<file path="src/rtl/vedic_2x2_pkg.sv">
// vedic_2x2_pkg: shared widths for the 2x2 Vedic multiplier cell
package vedic_2x2_pkg;
    localparam int OP_W   = 2;
    localparam int PROD_W = 4;
endpackage

</file>
<file path="src/rtl/vedic_2x2_if.sv">
// vedic_2x2_if: operand/product bus; master drives in_valid/a/b, slave returns out_valid/p
interface vedic_2x2_if;
    import vedic_2x2_pkg::*;
    logic              in_valid;
    logic [OP_W-1:0]   a;
    logic [OP_W-1:0]   b;
    logic              out_valid;
    logic [PROD_W-1:0] p;
    modport master (output in_valid, a, b, input out_valid, p);
    modport slave  (input in_valid, a, b, output out_valid, p);
endinterface

</file>
<file path="src/rtl/vedic_2x2_half_adder.sv">
// vedic_half_adder: 1-bit half adder; x,y in, s = x^y, c = x&y out
module vedic_half_adder (
    input  logic x,
    input  logic y,
    output logic s,
    output logic c
);
    assign s = x ^ y;
    assign c = x & y;
endmodule

</file>
<file path="src/rtl/vedic_2x2.sv">
// vedic_2x2: registered 2x2 unsigned Urdhva-Tiryagbhyam multiplier; clk, rst_n (sync, active-low), bus (slave: in_valid/a/b in, out_valid/p out)
module vedic_2x2
    import vedic_2x2_pkg::*;
(
    input  logic        clk,
    input  logic        rst_n,
    vedic_2x2_if.slave  bus
);
    logic              pp00, pp10, pp01, pp11, c1;
    logic [PROD_W-1:0] prod;
    assign pp00    = bus.a[0] & bus.b[0];
    assign pp10    = bus.a[1] & bus.b[0];
    assign pp01    = bus.a[0] & bus.b[1];
    assign pp11    = bus.a[1] & bus.b[1];
    assign prod[0] = pp00;
    vedic_half_adder ha1 (.x(pp10), .y(pp01), .s(prod[1]), .c(c1));
    vedic_half_adder ha2 (.x(pp11), .y(c1),   .s(prod[2]), .c(prod[3]));
    // p only loads on in_valid, so operand junk while idle never reaches it
    always_ff @(posedge clk) begin
        if (!rst_n) begin
            bus.p         <= '0;
            bus.out_valid <= 1'b0;
        end else begin
            bus.out_valid <= bus.in_valid;
            if (bus.in_valid) bus.p <= prod;
        end
    end
endmodule

</file>
<file path="src/flat_wrapper.sv">
// flat-port wrapper written by rule: the top's interface ports become plain ports
module vedic_2x2_flat import vedic_2x2_pkg::*;
  (clk, rst_n, bus_in_valid, bus_a, bus_b, bus_out_valid, bus_p);
  vedic_2x2_if bus_i ();
  input  logic clk;
  input  logic rst_n;
  input wire logic [$bits(bus_i.in_valid)-1:0] bus_in_valid;
  input wire logic [$bits(bus_i.a)-1:0] bus_a;
  input wire logic [$bits(bus_i.b)-1:0] bus_b;
  output wire logic [$bits(bus_i.out_valid)-1:0] bus_out_valid;
  output wire logic [$bits(bus_i.p)-1:0] bus_p;
  assign bus_i.in_valid = bus_in_valid;
  assign bus_i.a = bus_a;
  assign bus_i.b = bus_b;
  assign bus_out_valid = bus_i.out_valid;
  assign bus_p = bus_i.p;
  vedic_2x2 u_core (.clk(clk), .rst_n(rst_n), .bus(bus_i));
endmodule
</file>
<file path="config.mk">
export PLATFORM = sky130hd
export DESIGN_NAME = vedic_2x2_flat
export DESIGN_NICKNAME = d
export VERILOG_FILES = /design/src/rtl/vedic_2x2_pkg.sv /design/src/rtl/vedic_2x2_if.sv /design/src/rtl/vedic_2x2_half_adder.sv /design/src/rtl/vedic_2x2.sv /design/src/flat_wrapper.sv
export SDC_FILE = /design/constraint.sdc
export NUM_CORES = 1
export LEC_CHECK = 0
export ABC_AREA = 1
export BUFFER_PORTS_ARGS = -buffer_cell sky130_fd_sc_hd__buf_2
export CORE_AREA = 3 3 40 42
export CTS_CLUSTER_SIZE = 8
export DETAILED_ROUTE_END_ITERATION = 12
export DIE_AREA = 0 0 43 45
export GPL_ROUTABILITY_DRIVEN = 0
export GPL_TIMING_DRIVEN = 0
export PLACE_DENSITY = 0.39
export SLEW_MARGIN = 25
export SYNTH_ARGS = -nofsm -noshare
export SYNTH_HDL_FRONTEND = slang
export SYNTH_SLANG_ARGS = --single-unit
</file>
<file path="constraint.sdc">
create_clock -name clk -period 1.2 [get_ports clk]
set_clock_uncertainty 0.2 [all_clocks]
set_input_delay 0.18 -clock clk [delete_from_list [all_inputs] [get_ports clk]]
set_output_delay 0.18 -clock clk [all_outputs]
set_load 0.01 [all_outputs]
</file>
; Word-level counts from Yosys, hierarchy flattened
; Index checks and enable logic that the tools add are counted.
[totals]
regBits = 5
elab_cells = 10
[op_classes]
n_bitwise = 8
[op_table]
columns = op, count
row1 = $and A1 B1 Y1, 6
row2 = $xor A1 B1 Y1, 2

; Depth between registers and ports, before layout
[depth]
depth_word = 3
mapped_depth = 8
depth_no_buf = 8

; Hierarchy
; Synthesis repeated with hierarchy kept, for this count alone.
[unflattened]
hier_cells = 30
area_unflattened_um2 = 216.5
[modules_own_cells]
columns = module, n_inst, cells_each, area_per_inst_um2
row1 = vedic_2x2, 1, 28, 191.4
row2 = vedic_half_adder, 2, 1, 12.5

; Worst setup path before layout
; OpenSTA, ideal clock, no wires.
[synth_path]
path_kind = input -> register
startpoint = input bus_b[0]
endpoint = register u_core.bus.p[2]
arrival_ns = 0.852
slack_ns = 0.035
path_stages = 8
n_path_buf = 0
cell_sequence = nand2_1 -> inv_1 -> ha_1 -> ha_1 -> inv_1 -> nand2_1 -> nand2_1 -> nor2_1
[synth_via]
elab_chain_cells = 3
[synth_lines]
columns = item, line
row1 = from (decl), flat_wrapper.sv:9  ; input wire logic [$bits(bus_i.b)-1:0] bus_b;
row2 = $and A1 B1 Y1, vedic_2x2.sv:12  ; assign pp10 = bus.a[1] & bus.b[0];
row3 = $and A1 B1 Y1, vedic_2x2_half_adder.sv:9  ; assign c = x & y;
row4 = $xor A1 B1 Y1, vedic_2x2_half_adder.sv:8  ; assign s = x ^ y;
row5 = via u_core.ha2.s, vedic_2x2_half_adder.sv:5  ; output logic s,
row6 = to (signal assigned), vedic_2x2.sv:25  ; if (bus.in_valid) bus.p <= prod;
row7 = to (decl), vedic_2x2_if.sv:10  ; modport slave (input in_valid, a, b, output out_valid, p);
; The timed path passes the listed nets, and every way through them passes these cells.
; A chain may end at the register's enable or synchronous reset.

==> results.py <==
metrics = {
    "critical_path": {
        "endpoint_kind": "flop",
        "cp_slowest_stage_delay_ns": 0.54,
        "crit_path_start": "bus_in_valid",
        "reg2reg_slack_ns": 0.46,
        "cp_cell_sequence": "dlygate4sd3_1 -> buf_4 -> nor2_1 -> nor2_1",
        "critPathKind": "in -> reg",
        "worstSetupStartpointType": "input port",
        "crit_required_ns": 1.14,
        "crit_path_top_delay_cell": "dlygate4sd3_1",
        "r2r_start": "u_core.bus.p[3]",
        "arrival_ns": 1.03,
        "crit_top_cell": "nor2_1",
        "critical_path_peak_fanout": 8,
    },
    "routing": {
        "ant_nets": 0,
        "finalWirelength_um": 509,
        "vias": 240,
        "via_per_inst": 3.58,
        "dr.pass1.iters": 2,
        "wl_per_cell_um": 7.60,
        "route.detailed.drc": 0,
        "drtIter0Drc": 1,
    },
    "timing": {
        "finalCritPeriodShare_pct": 91.2,
        "timing.hold.ws_ns": -0.000287,
        "tightest_slew_ns": 0.105,
        "setup_ws_ns": 0.106,
        "rsz0062_at_grt": "false",
        "max_freq_mhz": 914,
        "final_max_slew_viol_count": 0,
        "fin_crit_ns": 1.09,
        "fin_tns_setup_ns": 0,
        "setup_viol": 0,
        "max_slew_margin_pct": 93.0,
        "hold_viol_final": 1,
    },
    "floorplan": {
        "core_um2": 1280,
        "die_h_um": 45,
        "die_w_um": 43,
        "io-pin-count": 12,
        "die-area_um2": 1940,
        "start_util_pct": 18.6,
        "rows": 13,
    },
    "synthesis": {
        "yosysMostFrequentCell": "nand2_1",
        "netlist_instances": 35,
        "syn_avg_cell_area_um2": 6.83,
        "yosys-top-cells-count": "nand2_1 (10), inv_1 (8), nor2_1 (6)",
        "netlist_area_um2": 239,
        "netlist_top_cells_area": "dfxtp_1 (42%), nand2_1 (16%), inv_1 (13%)",
        "synth_flop_cell": "dfxtp_1",
        "synthDistinctLibCells": 9,
        "synth_fp_nets": 44,
        "synth_edf_count": 0,
        "synth.top_cell.area_share_pct": 41.9,
        "synth_seq_cells": 5,
        "synth_warnings": 0,
        "yosysSeqAreaShare_pct": 41.9,
        "synth_top_area_cell": "dfxtp_1",
        "synthArstFlopShare_pct": 0,
    },
    "grt": {
        "gr-total-overflow": 0,
        "grtUsageTotal_pct": 5.99,
        "grt_pass1_wl_um": 779,
        "antenna_found_initial": 0,
        "grt_pass1_vias": 197,
        "grt_max_degree": 9,
    },
    "final_layout": {
        "nFillCells": 153,
        "final_core_util_pct": 28.3,
        "n_antenna_cell": 0,
        "syn_to_final_growth_pct": 52.4,
        "nets": 62,
        "drive_above_1_share_pct": 28.8,
        "fin_cells": 67,
    },
    "clock_tree": {
        "cts_tree": "built",
        "clock_latency_ns": 0.24,
        "cts_root_buf": "clkbuf_4",
        "cts_max_path_buffers": 2,
        "numCtsBuffers": 3,
        "clk_pin_slew_ns": 0.05,
        "h-tree-depth": 1,
        "cts.sinks": 5,
        "post_cts_resized": 0,
    },
    "worst_hold_path": {
        "hp-start": "bus_a[0]",
        "hold_class": "in -> reg",
    },
    "placed_design": {
        "hpwl_um": 377,
        "numPortBuffers": 10,
        "dpl_worst_slack_ns": -0.131,
        "placedCellCount": 60,
    },
    "pwr": {
        "ir_drop_mv": 0.408,
        "pwr_density_cell_nw_per_um2": 1220,
        "leakage_nw": 0.225,
    },
    "job": {
        "drv_cap": 0,
    },
    "status": {
        "status": "finished with violations",
        "violations": "hold timing",
    },
}
cell usage in the layout, fill, tap and decap left out:
cell type and count:
buf_2 10, buf_4 1, clkbuf_1 1, clkbuf_4 3, dfxtp_1 5, dlygate4sd3_1 3, ha_1 2, inv_1 8
nand2_1 10, nand2_2 1, nand3_1 1, nor2_1 6, o21ai_1 1
power breakdown:
part	internal, mW	switching (mW)
Sequential	0.176	0.00352
Combinational	0.0325	0.0333
Clock	0.126	0.0727
critical path: cells and delay by family:
family | cells | cell delay [ns]
buffers and inverters | 2 | 0.70
and+or+nand+nor | 2 | 0.15
metrics by stage:
stage	hold WS, ns	total power [mW]	cell area (µm²)
after CTS	0.00152	0.458	364
after floorplan	0.0818	0.217	239
after global placement	0.243	0.242	308
final	-0.000287	0.444	364
after detailed placement	0.248	0.242	308
after global routing	0.0231	0.472	364
cells by family after synthesis:
family	Yosys count	share of synthesized area, %
buffers and inverters	9	15.7
AND/OR/NAND/NOR	18	29.8
adder cells (fa/ha/maj)	2	10.5
flip-flops	5	41.9
AO/OA/AOI/OAI	1	2.09
metal layers:
metal	global-route usage, %	vias up	share of wire, %
met5	0	-	0
li1	-	133	-
met2	7.49	10	44
met3	5.98	0	8.6
met1	6.25	97	47
met4	3.61	0	0
layout make-up:
cell class,count,area [µm²],area share (%)
Multi-Input combinational cell,21,101,27.8
Sequential cell,5,100,27.5
Timing Repair Buffer,13,80.1,22.0
Inverter,8,30.0,8.25
Clock buffer,4,26.3,7.22
Tap cell,15,18.8,5.15
Buffer,1,7.51,2.06
state kept, by name, indices dropped and copies added (netlist names):
signal,flops
u_core.bus.out_valid,1
u_core.bus.p,4
repair_timing:
action / 4_1_cts / 5_1_grt
hold buffers: 3 / 0
hold endpoints to repair: 3 / 0
buffers inserted: 0 / 0
final timing paths:
kind	to	cells past startpoint
min	u_core.bus.p[0]	3
max reg2reg	u_core.bus.p[3]	2
min reg2reg	u_core.bus.p[1]	2
max	u_core.bus.p[3]	4
Note: power is estimated with default switching activity, not from simulation.
